===== config.mk =====
export PLATFORM = sky130hd
export DESIGN_NAME = sync_memory_flat
export DESIGN_NICKNAME = d
export VERILOG_FILES = /design/src/rtl/mem_pkg.sv /design/src/rtl/mem_intf.sv /design/src/rtl/mem_array.sv /design/src/rtl/sync_memory.sv /design/src/flat_wrapper.sv
export SDC_FILE = /design/constraint.sdc
export NUM_CORES = 1
export LEC_CHECK = 0
export ABC_AREA = 1
export ABC_CLOCK_PERIOD_IN_PS = 800
export CAP_MARGIN = 10
export CORE_MARGIN = 4
export CORE_UTILIZATION = 33
export CTS_BUF_LIST = sky130_fd_sc_hd__clkbuf_8
export DETAILED_ROUTE_END_ITERATION = 6
export PLACE_DENSITY_LB_ADDON = 0.08
export SLEW_MARGIN = 15
export SYNTH_ARGS = -nofsm -noshare
export SYNTH_HDL_FRONTEND = slang
export SYNTH_SLANG_ARGS = --single-unit

===== constraint.sdc =====
create_clock -name clk -period 0.8 [get_ports clk]
set_input_delay 0.24 -clock clk [delete_from_list [all_inputs] [get_ports clk]]
set_output_delay 0.24 -clock clk [all_outputs]
set_load 0.05 [all_outputs]

===== src/rtl/mem_pkg.sv =====
// Shared sizing and word types for the sync_memory block, its bus interface
// and the bench.
package mem_pkg;

  localparam int ADDR_WIDTH = 2;
  localparam int DATA_WIDTH = 8;
  localparam int DEPTH      = 1 << ADDR_WIDTH;

  typedef logic [ADDR_WIDTH-1:0] addr_t;
  typedef logic [DATA_WIDTH-1:0] data_t;

endpackage


===== src/rtl/mem_intf.sv =====
// Bus between the memory and whoever drives it: request fields from the
// master, registered read result and status back from the slave.
interface mem_intf;
  import mem_pkg::*;

  addr_t addr;
  logic  wr_en;
  logic  rd_en;
  data_t wdata;
  data_t rdata;
  logic  rd_valid;
  logic  collision;

  modport master (
    output addr, wr_en, rd_en, wdata,
    input  rdata, rd_valid, collision
  );

  modport slave (
    input  addr, wr_en, rd_en, wdata,
    output rdata, rd_valid, collision
  );

endinterface


===== src/rtl/mem_array.sv =====
// Storage array with an asynchronous clear-all and a single write port;
// the addressed word is presented combinationally for the read register.
module mem_array
  import mem_pkg::*;
(
  input  logic  clk,
  input  logic  reset,
  input  logic  wr_en,
  input  addr_t addr,
  input  data_t wdata,
  output data_t rd_word
);

  data_t mem [DEPTH];

  always_ff @(posedge clk or negedge reset) begin
    if (!reset) begin
      for (int i = 0; i < DEPTH; i++) begin
        mem[i] <= '0;
      end
    end else if (wr_en) begin
      mem[addr] <= wdata;
    end
  end

  assign rd_word = mem[addr];

endmodule


===== src/rtl/sync_memory.sv =====
// Single-port memory top: one write or read per cycle, read data registered
// one cycle later, with read-valid and collision status flags.
module sync_memory
  import mem_pkg::*;
(
  input  logic   clk,
  input  logic   reset,
  mem_intf.slave bus
);

  data_t rd_word;
  data_t rdata_q;
  logic  rd_valid_q;
  logic  collision_q;
  logic  rd_accept;

  mem_array u_mem_array (
    .clk     (clk),
    .reset   (reset),
    .wr_en   (bus.wr_en),
    .addr    (bus.addr),
    .wdata   (bus.wdata),
    .rd_word (rd_word)
  );

  // A read that coincides with a write is dropped; the write still lands.
  assign rd_accept = bus.rd_en && !bus.wr_en;

  always_ff @(posedge clk or negedge reset) begin
    if (!reset) begin
      rdata_q     <= '0;
      rd_valid_q  <= 1'b0;
      collision_q <= 1'b0;
    end else begin
      rd_valid_q  <= rd_accept;
      collision_q <= bus.rd_en && bus.wr_en;
      if (rd_accept) begin
        rdata_q <= rd_word;
      end
    end
  end

  assign bus.rdata     = rdata_q;
  assign bus.rd_valid  = rd_valid_q;
  assign bus.collision = collision_q;

endmodule


===== src/flat_wrapper.sv =====
// flat-port wrapper written by rule: the top's interface ports become plain ports
module sync_memory_flat import mem_pkg::*;
  (clk, reset, bus_addr, bus_wr_en, bus_rd_en, bus_wdata, bus_rdata, bus_rd_valid, bus_collision);
  mem_intf bus_i ();
  input  logic clk;
  input  logic reset;
  input wire logic [$bits(bus_i.addr)-1:0] bus_addr;
  input wire logic [$bits(bus_i.wr_en)-1:0] bus_wr_en;
  input wire logic [$bits(bus_i.rd_en)-1:0] bus_rd_en;
  input wire logic [$bits(bus_i.wdata)-1:0] bus_wdata;
  output wire logic [$bits(bus_i.rdata)-1:0] bus_rdata;
  output wire logic [$bits(bus_i.rd_valid)-1:0] bus_rd_valid;
  output wire logic [$bits(bus_i.collision)-1:0] bus_collision;
  assign bus_i.addr = bus_addr;
  assign bus_i.wr_en = bus_wr_en;
  assign bus_i.rd_en = bus_rd_en;
  assign bus_i.wdata = bus_wdata;
  assign bus_rdata = bus_i.rdata;
  assign bus_rd_valid = bus_i.rd_valid;
  assign bus_collision = bus_i.collision;
  sync_memory u_core (.clk(clk), .reset(reset), .bus(bus_i));
endmodule

==> metrics <==
Detailed Route Iter0 Violations 127; unrepaired setup endpoints after global routing true; Main synth FF type dfrtp_1; Least-Margin Pin Slew 226 ps; DRC Markers 0; chip width 82.5 microns; antenna violations before repair 0; Area Overhead vs Synth 56.5%; GRT Total Usage 0.163; clk sinks 42; via count 1,614; Wirelength per Cell roughly 13 microns; Yosys warning count 0; Largest stage delay, worst path approximately 430 ps; Yosys top cell by area dfrtp_1; Net Count, Synth around 240; Worst setup SP type flop; number of max-cap violations 0; Rel. slew slack 0.849; mapped cell area 1830 sq um; Inst Count DP 325; setup ws final -321 ps; number of synthesized register bits 42; layout cell share with drive strength beyond 1 0.276; GRT overflow 0; final worst-path cycle share 1.40; Hold Vio Cnt, Final 0; Critical-path top delay cell dfrtp_2; Max Clk Rate 892 MHz; Syn Area/Cell 7.99 sq um; Via density 4.48; later-pin clock latency in the skew report 290 ps; Clock Skew 7.53 ps; core area 5240 sq um; WP buf/inv 1; Root Buffer Master clkbuf_8; Synth Instances around 230; asr flop ratio synth 1.00; final net count 303; Crit Path Max Fanout 2; Worst setup EP type primary output; Hold WC Path Type in -> reg; fin. max-slew vios 0; share of the synthesized area in the top cell type 0.575; Die Area approximately 6800 sq um; DP HPWL 2900 microns; Worst VDD drop roughly 0.9 mV; wirelength, routed 4820 microns; router iterations before antenna repair 4; Post-Route Utilization 0.547; Post-synth EDFFs 0; sequential-to-total area share from yosys stat 0.575; Tmin final 1120 ps; RD Place Congestion ~0.75; CP Class reg -> out; most common cell in the synthesized netlist nand2_1; critical path's top delay family flip-flops; crit path cell chain buf_12; number of global-route vias before repair 1,644; ANT nets after route 0; # rows 26; Critical Path AT around 880 ps; failing checks negative setup slack; commonest cells in the netlist nand2_1 (129), dfrtp_1 (42), o21ai_0 (32); clock-pin slew on the worst setup and hold paths 80 ps; Synth area leaders dfrtp_1 (57%), nand2_1 (26%), o21ai_0 (8.8%), inv_1 (2.3%), buf_4 (1.2%); IO buf count 23; Die Height ~82 microns; largest net degree at the start of global routing 43; Pwr Density 2050 nW/um^2; H-tree depth 2; critical path required time 560 ps; Num CTS Buffers 5; Post-Layout Cell Count 360; IO Pins 24; Setup Viol. Count Final 18; Antenna Diode Count 0; post-synthesis cell type count 11; CTS tree built; outcome finished with violations; Initial Utilization 0.349; global-route wire length before repair 8180 microns; CTS Buffer Depth 2; Lkg Pwr 1.44 nW
-- worst reg2reg max path, cell delays in order, from the launching register on --
cell and delay, ps:
dfrtp_1 390, nand2_1 80, nand2_1 50, nand2_1 70
nand2_2 70, nand2_1 60, nand2_1 50
-- layout by cell type (no fill, tap or decap) --
| master | instances |
|---|---|
| nand2_1 | 124 |
| dfrtp_1 | 34 |
| o21ai_1 | 23 |
| buf_4 | 19 |
| buf_12 | 18 |
| inv_1 | 10 |
| o21ai_0 | 9 |
| clkdlybuf4s50_1 | 8 |
| dfrtp_2 | 8 |
| nand3_4 | 6 |
| clkbuf_8 | 6 |
| nand2_2 | 5 |
| buf_6 | 4 |
| buf_2 | 3 |
| buf_16 | 2 |
| inv_2 | 1 |
| nor2_4 | 1 |
| clkinv_4 | 1 |
| nand3_2 | 1 |
| clkinv_16 | 1 |
| inv_4 | 1 |
| clkinv_2 | 1 |
| bufbuf_16 | 1 |
| dlygate4sd3_1 | 1 |
| clkbuf_4 | 1 |
| dlygate4sd2_1 | 1 |
-- state kept, by name (all words and copies together) (netlist names) --
signal / cells
u_core.bus.rdata: 8
u_core.bus.rd_valid: 1
u_core.bus.collision: 1
u_core.u_mem_array.mem: 32
-- report_power, final --
group          switching, mW  total, mW  internal, mW
Sequential             0.222       2.69          2.47
Clock                  0.719       1.40         0.684
Combinational          0.876       1.77         0.898
Total                   1.82       5.87          4.05
-- final timing paths --
path	startpoint	end	slack, ps	cells past startpoint
setup / recovery	u_core.bus.rdata[4]	bus_rdata[4]	-320	1
hold / removal	bus_rd_en	u_core.bus.collision	300	3
setup reg to reg	u_core.u_mem_array.mem[28]	u_core.bus.rdata[4]	-60	6
hold reg to reg	u_core.u_mem_array.mem[13]	u_core.u_mem_array.mem[13]	490	2
max in group asynchronous	reset	u_core.bus.rdata[1]	140	3
min in group asynchronous	reset	u_core.bus.collision	450	3
-- through the flow --
stage | setup WS, ps | TNS (ps) | power (mW) | instance area [sq um] | hold slack, ps
final | -321 | -3270 | 5.87 | 2860 | 297
after global routing | -344 | -4100 | 6.20 | 2860 | 322
after CTS | -336 | -3410 | 5.80 | 2780 | 296
after detailed placement | -704 | -27150 | 4.19 | 2410 | 232
after global placement | -693 | -26560 | 4.16 | 2410 | 232
after floorplan | -93.6 | -2450 | 3.48 | 1940 | -55.6
-- layout make-up --
cell class / count / area (sq um)
repair buffers: 58 / 757
well taps: 70 / 87.6
fillers: 490 / 2370
clock buffers: 6 / 82.6
inverters: 13 / 82.6
flip-flops and latches: 42 / 1060
clock inverters: 2 / 8.76
multi-input cells: 169 / 783
-- what timing repair did --
action                                 4_1_cts  5_1_grt
pin swaps                                   14       21
endpoints found under the hold margin       42        0
hold buffers                                 1        0
gates resized for setup                     29       23
gates cloned                                 6        0
setup buffers                               12        8
setup endpoints to repair                   51       40
-- logic make-up after synthesis --
logic type             share of synthesized area
DFF                                        0.575
AOI/OAI and AO/OA                         0.0875
buffers and inverters                     0.0588
and+or+nand+nor                            0.279
-- per-layer routing --
| metal | track usage | wire, microns | up-vias | part of all wire |
|---|---|---|---|---|
| met4 | 0.0548 | 67 | 0 | 0.014 |
| met2 | 0.272 | 2350 | 34 | 0.49 |
| li1 | - | - | 835 | - |
| met3 | 0.0239 | 188 | 7 | 0.039 |
| met5 | 0 | 0 | - | 0 |
| met1 | 0.215 | 2210 | 738 | 0.46 |
(Power assumes the default switching activity.)
